**src/rtl/ex_muldiv_pkg.sv**
```systemverilog
// Shared definitions for the M-extension execute unit: funct3/funct7 op codes
// and the control FSM state encoding.
package ex_muldiv_pkg;

  localparam logic [6:0] FUNCT7_M  = 7'b0000001;

  localparam logic [2:0] F3_MUL    = 3'b000;
  localparam logic [2:0] F3_MULH   = 3'b001;
  localparam logic [2:0] F3_MULHSU = 3'b010;
  localparam logic [2:0] F3_MULHU  = 3'b011;
  localparam logic [2:0] F3_DIV    = 3'b100;
  localparam logic [2:0] F3_DIVU   = 3'b101;
  localparam logic [2:0] F3_REM    = 3'b110;
  localparam logic [2:0] F3_REMU   = 3'b111;

  typedef enum logic [1:0] {
    ST_IDLE = 2'd0,
    ST_RUN  = 2'd1,
    ST_DONE = 2'd2
  } state_e;

  function automatic logic f3_is_div(input logic [2:0] f3);
    return f3[2];
  endfunction

endpackage

```
**src/rtl/muldiv_iter.sv**
```systemverilog
// Radix-2 iteration datapath shared by shift-add multiply and restoring
// divide on unsigned magnitudes; acc holds {hi, lo} of product or {rem, quo}.
module muldiv_iter
  import ex_muldiv_pkg::*;
#(
  parameter int XLEN = 32
) (
  input  logic              clk,
  input  logic              rst,
  input  logic              load,
  input  logic              step,
  input  logic              div_mode,
  input  logic [XLEN-1:0]   mag_a,
  input  logic [XLEN-1:0]   mag_b,
  output logic [2*XLEN-1:0] acc,
  output logic              last
);

  localparam int CW = $clog2(XLEN) + 1;

  logic [2*XLEN-1:0] acc_q, acc_nx;
  logic [XLEN-1:0]   opnd_q;
  logic [CW-1:0]     cnt_q;
  logic              div_q;

  logic [XLEN-1:0]   hi, lo;
  logic [XLEN:0]     add_a, add_b;
  logic              cin;
  logic [XLEN+1:0]   sum;

  // One adder serves both: hi + multiplicand, or trial subtract of the divisor
  always_comb begin
    hi  = acc_q[2*XLEN-1:XLEN];
    lo  = acc_q[XLEN-1:0];
    if (div_q) begin
      add_a = {hi, lo[XLEN-1]};
      add_b = ~{1'b0, opnd_q};
      cin   = 1'b1;
    end else begin
      add_a = {1'b0, hi};
      add_b = lo[0] ? {1'b0, opnd_q} : '0;
      cin   = 1'b0;
    end
    sum = {1'b0, add_a} + {1'b0, add_b} + (XLEN+2)'(cin);
    if (div_q) begin
      // carry out set means no borrow: keep the difference, quotient bit 1
      if (sum[XLEN+1]) acc_nx = {sum[XLEN-1:0], lo[XLEN-2:0], 1'b1};
      else             acc_nx = {add_a[XLEN-1:0], lo[XLEN-2:0], 1'b0};
    end else begin
      acc_nx = {sum[XLEN:0], lo[XLEN-1:1]};
    end
  end

  always_ff @(posedge clk) begin
    if (rst) begin
      acc_q  <= '0;
      opnd_q <= '0;
      cnt_q  <= '0;
      div_q  <= 1'b0;
    end else if (load) begin
      acc_q  <= div_mode ? {{XLEN{1'b0}}, mag_a} : {{XLEN{1'b0}}, mag_b};
      opnd_q <= div_mode ? mag_b : mag_a;
      div_q  <= div_mode;
      cnt_q  <= '0;
    end else if (step) begin
      acc_q  <= acc_nx;
      cnt_q  <= cnt_q + CW'(1);
    end
  end

  assign acc  = acc_q;
  assign last = (cnt_q == CW'(XLEN-1));

endmodule

```
**src/rtl/ex_muldiv.sv**
```systemverilog
// Iterative RV M-extension multiply/divide unit: operand sign handling,
// special-case detection and the IDLE/RUN/DONE control FSM.
module ex_muldiv
  import ex_muldiv_pkg::*;
#(
  parameter int XLEN      = 32,
  parameter int EARLY_OUT = 1
) (
  input  logic            clk,
  input  logic            rst,
  input  logic            input_valid,
  input  logic [31:0]     inst_in,
  input  logic [XLEN-1:0] a,
  input  logic [XLEN-1:0] b,
  input  logic            flush,
  output logic            busy,
  output logic            res_valid,
  output logic [XLEN-1:0] res,
  output logic [31:0]     inst_out
);

  localparam logic [XLEN-1:0] XMIN = {1'b1, {(XLEN-1){1'b0}}};

  state_e state_q, state_d;
  logic   busy_q;
  logic   accept, step;

  logic [31:0]     inst_q;
  logic [XLEN-1:0] a_q;
  logic            neg_a_q, neg_b_q, dz_q, ovf_q;

  logic [2:0]      f3_in, f3_q;
  logic            sgn_a_in, sgn_b_in, neg_a_in, neg_b_in;
  logic            dz_in, ovf_in, special_in;
  logic [XLEN-1:0] mag_a_in, mag_b_in;

  logic [2*XLEN-1:0] acc, prod;
  logic [XLEN-1:0]   quo, rem, quo_s, rem_s, result;
  logic              iter_last;

  // Operand decode on the request side; all of it is latched at accept
  always_comb begin
    f3_in      = inst_in[14:12];
    sgn_a_in   = (f3_in == F3_MULH) || (f3_in == F3_MULHSU) ||
                 (f3_in == F3_DIV)  || (f3_in == F3_REM);
    sgn_b_in   = (f3_in == F3_MULH) || (f3_in == F3_DIV) || (f3_in == F3_REM);
    neg_a_in   = sgn_a_in && a[XLEN-1];
    neg_b_in   = sgn_b_in && b[XLEN-1];
    mag_a_in   = neg_a_in ? -a : a;
    mag_b_in   = neg_b_in ? -b : b;
    dz_in      = f3_is_div(f3_in) && (b == '0);
    ovf_in     = ((f3_in == F3_DIV) || (f3_in == F3_REM)) && (a == XMIN) && (b == '1);
    special_in = dz_in || ovf_in;
  end

  always_comb begin
    state_d = state_q;
    accept  = 1'b0;
    step    = 1'b0;
    case (state_q)
      ST_IDLE: if (input_valid) begin
        accept  = 1'b1;
        state_d = ((EARLY_OUT != 0) && special_in) ? ST_DONE : ST_RUN;
      end
      ST_RUN: begin
        step = 1'b1;
        if (iter_last) state_d = ST_DONE;
      end
      ST_DONE: state_d = ST_IDLE;
      default: state_d = ST_IDLE;
    endcase
    if (flush) begin
      state_d = ST_IDLE;
      accept  = 1'b0;
    end
  end

  always_ff @(posedge clk) begin
    if (rst) begin
      state_q <= ST_IDLE;
      busy_q  <= 1'b0;
      inst_q  <= '0;
      a_q     <= '0;
      neg_a_q <= 1'b0;
      neg_b_q <= 1'b0;
      dz_q    <= 1'b0;
      ovf_q   <= 1'b0;
    end else begin
      state_q <= state_d;
      busy_q  <= (state_d != ST_IDLE);
      if (accept) begin
        inst_q  <= inst_in;
        a_q     <= a;
        neg_a_q <= neg_a_in;
        neg_b_q <= neg_b_in;
        dz_q    <= dz_in;
        ovf_q   <= ovf_in;
      end
    end
  end

  muldiv_iter #(.XLEN(XLEN)) u_iter (
    .clk      (clk),
    .rst      (rst),
    .load     (accept),
    .step     (step),
    .div_mode (f3_is_div(f3_in)),
    .mag_a    (mag_a_in),
    .mag_b    (mag_b_in),
    .acc      (acc),
    .last     (iter_last)
  );

  // Sign fix-up and special-case override applied on the DONE cycle
  always_comb begin
    f3_q  = inst_q[14:12];
    prod  = (neg_a_q ^ neg_b_q) ? -acc : acc;
    quo   = acc[XLEN-1:0];
    rem   = acc[2*XLEN-1:XLEN];
    quo_s = (neg_a_q ^ neg_b_q) ? -quo : quo;
    rem_s = neg_a_q ? -rem : rem;
    if (dz_q) begin
      quo_s = '1;
      rem_s = a_q;
    end
    if (ovf_q) begin
      quo_s = XMIN;
      rem_s = '0;
    end
    case (f3_q)
      F3_MUL:                             result = prod[XLEN-1:0];
      F3_MULH, F3_MULHSU, F3_MULHU:       result = prod[2*XLEN-1:XLEN];
      F3_DIV, F3_DIVU:                    result = quo_s;
      default:                            result = rem_s;
    endcase
  end

  assign busy      = busy_q;
  assign res_valid = (state_q == ST_DONE);
  assign res       = res_valid ? result : '0;
  assign inst_out  = res_valid ? inst_q : '0;

endmodule
```
**config.mk**
```make
export PLATFORM = sky130hd
export DESIGN_NAME = ex_muldiv
export DESIGN_NICKNAME = d
export VERILOG_FILES = /design/src/rtl/ex_muldiv_pkg.sv /design/src/rtl/muldiv_iter.sv /design/src/rtl/ex_muldiv.sv
export SDC_FILE = /design/constraint.sdc
export NUM_CORES = 1
export LEC_CHECK = 0
export ABC_CLOCK_PERIOD_IN_PS = 4400
export CAP_MARGIN = 10
export CORE_UTILIZATION = 53
export DETAILED_ROUTE_END_ITERATION = 8
export GPL_TIMING_DRIVEN = 0
export PLACE_DENSITY = 0.79
export SYNTH_ARGS = -nofsm -noshare
export SYNTH_HDL_FRONTEND = slang
export SYNTH_SLANG_ARGS = --single-unit
```
**constraint.sdc**
```tcl
create_clock -name clk -period 4.4 [get_ports clk]
set_clock_uncertainty 0.15 [all_clocks]
set_input_delay 0.44 -clock clk [delete_from_list [all_inputs] [get_ports clk]]
set_output_delay 0.44 -clock clk [all_outputs]
set_load 0.1 [all_outputs]
```
==> results.cfg, run 1 <==
[clock_tree]
clk_pin_slew_ns = 0.08
numCtsBuffers = 17
cts_tree = done
cts_root_buffer = clkbuf_16
cts_max_level = 4
clock_path_buffers = 2
clk_latency_ns = 0.47
cts.sinks = 173

[job]
max_cap_violations = 1

[drt]
viasPerCell = 6.93
drtIter0Drc = 2625
vias = 18100
drc_errors = 0
firstDrtPassIters = 8
antenna_left = 0
avgRoutedWirePerCell_um = 27.1
wl_mm = 70.6

[cells_and_area]
final_common_cell = nand2_1
syn_to_final_growth_pct = 20.3
fin_nets = 2359
layout_common_cells = nand2_1 (189), dfxtp_1 (171), nor2_1 (157), a21oi_1 (157), o21ai_0 (134)
n_antenna_cell = 0
final_util_pct = 65.2
drive_gt1_share_pct = 10.3

[synthesis]
yosys_warnings = 0
synthFlopType = dfxtp_1
yosys.area.top_type = dfxtp_1
synth_edf_count = 0
avgSynthCellArea_um2 = 7.47
ys_async_sr_fraction_pct = 0
syn_inst = 2034
synthesis.nets = 2174
ys_seq_area_share_pct = 22.8
synth_top_area_share_pct = 22.8
synth_area_um2 = 15200
synth_seq_cells = 173
synth.area.top_cells = dfxtp_1 (23%), xnor2_1 (5.7%), a21oi_1 (5.2%)
yosys.cell_types.count = 81

[floorplan]
num_rows = 61
die_h_um = 171
die-area_um2 = 29300
die-width_um = 171
ios = 166
fp.coreArea_um2 = 28000
start_util_pct = 54.2

[placed_design]
place_hpwl_mm = 55.4
gp_congestion = 1.07
port_buffers = 163

[pwr]
irDropWorstVdd_mv = 0.211
power.density_nw_per_um2 = 257
leakage_uw = 0.00675

[timing]
slew_viol_final = 0
period_share_pct = 100
hold_viol_final = 0
min_period_ns = 4.40
fmax_mhz = 227
rsz0062_at_grt = true
worst_hold_slack_ns = 0.325
slew_headroom_pct = 2.35
finalWorstSetupSlack_ns = -0.00471
final-setup-viol-count = 1
tightest_slew_ns = 1.46

[global_routing]
grt-busiest-layer = met2
grt_max_degree = 21
overflow = 0
grt.total_usage_pct = 47.2
gr-usage-met1_pct = 58.6
use_met2_pct = 73.5
grt_pass1_wl_mm = 102
gr-usage-met3_pct = 11.9
first_global_vias = 16300
antenna_found_initial = 0

[critical_path]
worstSetupPathType = flop to output pin
crit_chain = clkbuf_1, or4_4, nor4_4, nand4_1, buf_4, buf_2, o41ai_1, a221oi_1, a211oi_2, buf_6
critPathMaxStageDelay_ns = 0.63
endpoint_kind = output pin
crit_path_max_fanout = 10
critical_path_required_ns = 3.81
critPathTopFamily = simple AND/OR/NAND/NOR gates
worst_setup_path_start_kind = flop
cp.arrival_ns = 3.81
crit_buf_inv = 4
cpMaxStageDelayCell = or4_4

[worst_hold_path]
hold_class = flop to flop

[status]
violations = max-capacitance violations, negative setup slack
outcome = finished, violations left
synthesized netlist by cell type, drive strengths merged (9+ instances only):
library cell,n
ha,38
a221oi,21
nor2b,10
xor2,72
nand3,19
or2,16
o211ai,63
and2,47
a21o,14
nand2b,15
a22o,77
dfxtp,173
and3,25
mux2i,58
xnor2,99
a32o,9
or4,18
o41ai,15
buf,32
a21oi,159
o31ai,33
a31oi,25
inv,34
o221ai,14
mux2,29
nor3,57
nor2,160
or3,16
nor4,20
nand2,189
clkbuf,160
a211oi,29
nand4,22
o21ai,167
kinds of logic after synthesis:
| group | share of synthesized area, % |
|---|---|
| AO/OA/AOI/OAI | 31.0 |
| flip-flops | 22.8 |
| adder cells (fa/ha/maj) | 3.39 |
| buffers and inverters | 5.80 |
| AND/OR/NAND/NOR | 21.1 |
| multiplexers | 5.97 |
| XOR/XNOR | 9.86 |
worst reg2reg max path, delay by kind of cell (launching register included):
family / cells / cell delay [ns]
compound gates: 6 / 1.85
buf+inv: 7 / 1.27
fa+ha+maj: 1 / 0.43
flops: 1 / 0.40
simple gates: 1 / 0.12
worst paths after layout:
check	from	to	slack, ns	cells past startpoint
worst max-delay path	u_iter.acc[13]$_SDFFE_PP0P_	res[12]	-0.005	10
worst min-delay path	inst_q[6]$_SDFFE_PP0P_	inst_q[6]$_SDFFE_PP0P_	0.32	1
worst max register to register	inst_q[14]$_SDFFE_PP0P_	u_iter.acc[37]$_SDFFE_PP0P_	0.07	15
worst min register to register	inst_q[6]$_SDFFE_PP0P_	inst_q[6]$_SDFFE_PP0P_	0.32	1
registers in the layout (all words and copies together) (netlist names):
register       cells
neg_b_q            1
state_q            2
a_q               32
dz_q               1
neg_a_q            1
u_iter.opnd_q     32
u_iter.cnt_q       6
u_iter.acc        64
inst_q            32
busy               1
ovf_q              1
metrics by stage:
| step | setup slack [ns] | power, uW | cells | cell area (um2) | setup TNS (ns) |
|---|---|---|---|---|---|
| after global placement | -1.29 | 3000 | 2575 | 17400 | -48.60 |
| after detailed placement | -1.27 | 3020 | 2575 | 17400 | -46.30 |
| after CTS | -0.0221 | 4570 | 2610 | 18100 | -0.0221 |
| after floorplan | -0.294 | 2500 | 2034 | 15300 | -0.294 |
| final | -0.00471 | 4690 | 2610 | 18300 | -0.00471 |
| after global routing | -0.0160 | 4790 | 2610 | 18300 | -0.0160 |
power breakdown:
group | total (uW) | internal (uW) | switching (uW)
combinational | 1350 | 476 | 876
clock | 1590 | 775 | 812
sequential | 1760 | 1640 | 113
final cells by class:
class / count / area, um2
Sequential cell: 173 / 3470
Fill cell: 2522 / 9740
Tap cell: 378 / 473
Inverter: 35 / 135
Clock inverter: 15 / 186
Clock buffer: 17 / 425
Buffer: 183 / 807
Multi-Input combinational cell: 1634 / 11100
Timing Repair Buffer: 175 / 1640
what timing repair did:
action                     CTS  global route
hold buffers                 0             0
gates resized for setup    174           110
setup endpoints to repair   66            63
setup buffers                4             8
pin swaps                    2             8
metal layers:
metal | vias to the layer above | routed length, um
met4 | 0 | 5250
met5 | - | 0
met1 | 8541 | 26300
met2 | 1318 | 30400
li1 | 7893 | -
met3 | 342 | 8690
Power figures use the tool's default switching activity.
==> run 2: changes to the inputs <==
- ABC_CLOCK_PERIOD_IN_PS: 4400 -> 3600
- clock period: 4.4 -> 3.6 ns (I/O delays scaled with it)
==> results.cfg, run 2 (same netlist as run 1, synthesis figures left out) <==
[drt]
wl_mm = 75.9
drtIter0Drc = 3120
drc_errors = 0
viasPerCell = 7.06
vias = 18900
firstDrtPassIters = 9
antenna_left = 0
avgRoutedWirePerCell_um = 28.3

[placed_design]
pre_cts_ws_ns = -1.37
place_area_um2 = 17700
port_buffers = 163
place_hpwl_mm = 54.5
gp_congestion = 1.07

[critical_path]
critical_path_required_ns = 3.09
critPathMaxStageDelay_ns = 0.83
cp.arrival_ns = 3.76
cpMaxStageDelayCell = a221oi_2
endpoint_kind = output pin
worst_setup_path_start_kind = flop
crit_chain = or4_4, buf_12, nor4_4, nand4_1, buf_6, buf_6, clkbuf_16, o21ai_4, xnor2_2, a221oi_2, nor3_4, buf_12
crit_path_max_fanout = 5
r2r_slack_ns = -0.66
worstSetupPathType = flop to output pin

[cells_and_area]
fin_nets = 2427
layout_common_cells = nand2_1 (185), nor2_1 (150), dfxtp_1 (150)
stdcell_area_um2 = 20900
largest_register_ffs = 64
final_common_cell = nand2_1
syn_to_final_growth_pct = 37.7
final_util_pct = 74.7
drive_gt1_share_pct = 22.8

[pwr]
leakage_uw = 0.00774
power.density_nw_per_um2 = 295
power.total_uw = 6170
irDropWorstVdd_mv = 0.327

[timing]
finalWorstSetupSlack_ns = -0.671
tightest_slew_ns = 0.974
fmax_mhz = 234
slew_viol_final = 0
rsz0062_at_grt = true
period_share_pct = 119
final-setup-viol-count = 65
hold_viol_final = 0
worst_hold_slack_ns = 0.329
min_period_ns = 4.27
slew_headroom_pct = 34.9

[clock_tree]
clk_pin_slew_ns = 0.08
cts_max_level = 4
clock_path_buffers = 2
numCtsBuffers = 17
cts_tree = done
cts_hold_buf = 0
clk_latency_ns = 0.47
cts.sinks = 173
cts_root_buffer = clkbuf_16

[global_routing]
antenna_found_initial = 1
first_global_vias = 17200
grt_pass1_wl_mm = 107
overflow = 0
grt.total_usage_pct = 49.3
grt_max_degree = 20

[floorplan]
die-area_um2 = 29300
fp.coreArea_um2 = 28000
die-width_um = 171
num_rows = 61
start_util_pct = 54.2
die_h_um = 171
ios = 166

[worst_hold_path]
hold_class = flop to flop

[job]
max_cap_violations = 0

[status]
violations = negative setup slack
outcome = finished, violations left
-- run 2: worst paths after layout --
path	from	cells after the start	endpoint
max reg2reg	inst_q[14]$_SDFFE_PP0P_	17	u_iter.acc[59]$_SDFFE_PP0P_
min	inst_q[19]$_SDFFE_PP0P_	1	inst_q[19]$_SDFFE_PP0P_
max	u_iter.acc[5]$_SDFFE_PP0P_	12	res[24]
min reg2reg	inst_q[19]$_SDFFE_PP0P_	1	inst_q[19]$_SDFFE_PP0P_
-- run 2: cell type report --
cell class | count | area, um2
antenna | 1 | 2.50
buffer | 166 | 962
clock buffer | 18 | 429
clock inverter | 14 | 174
fill | 2143 | 7090
inverter | 35 | 135
multi-input combinational | 1635 | 12400
sequential | 173 | 3510
tap | 378 | 473
timing repair buffer | 259 | 2840
-- run 2: layer usage --
| metal | part of all wire [%] | track usage (%) | up-vias | routed length, um |
|---|---|---|---|---|
| met4 | 8.5 | 30.8 | 6 | 6430 |
| met2 | 42 | 75.7 | 1584 | 32100 |
| met1 | 35 | 58.3 | 8845 | 26500 |
| li1 | - | - | 8020 | - |
| met5 | 0.27 | 0 | - | 206 |
| met3 | 14 | 17.7 | 471 | 10600 |
-- run 2: worst max-delay path: cells and delay by family, from the launching register on --
kind | cells | cell delay, ns
AOI/OAI and AO/OA | 2 | 0.97
xor gates and xnor gates | 1 | 0.09
buffers and inverters | 5 | 0.83
DFF | 1 | 0.36
and+or+nand+nor | 4 | 1.03
-- run 2: stage by stage --
| stage | TNS [ns] | instances |
|---|---|---|
| after floorplan | -0.225 | 2034 |
| after global placement | -72.80 | 2575 |
| after detailed placement | -72.80 | 2576 |
| after CTS | -12.32 | 2654 |
| after global routing | -28.09 | 2678 |
| final | -25.92 | 2679 |
-- run 2: repair_timing --
action | 4_1_cts | 5_1_grt
setup endpoints to repair | 98 | 88
gates resized for setup | 601 | 152
cloned | 5 | 1
buffers inserted | 63 | 27
pin swaps | 104 | 92
-- run 2: power by group --
| group | internal [uW] | switching, uW | leakage (uW) |
|---|---|---|---|
| clock | 939 | 1010 | 0.000288 |
| combinational | 785 | 1260 | 0.00603 |
| sequential | 2010 | 157 | 0.00142 |
| total | 3730 | 2430 | 0.00774 |
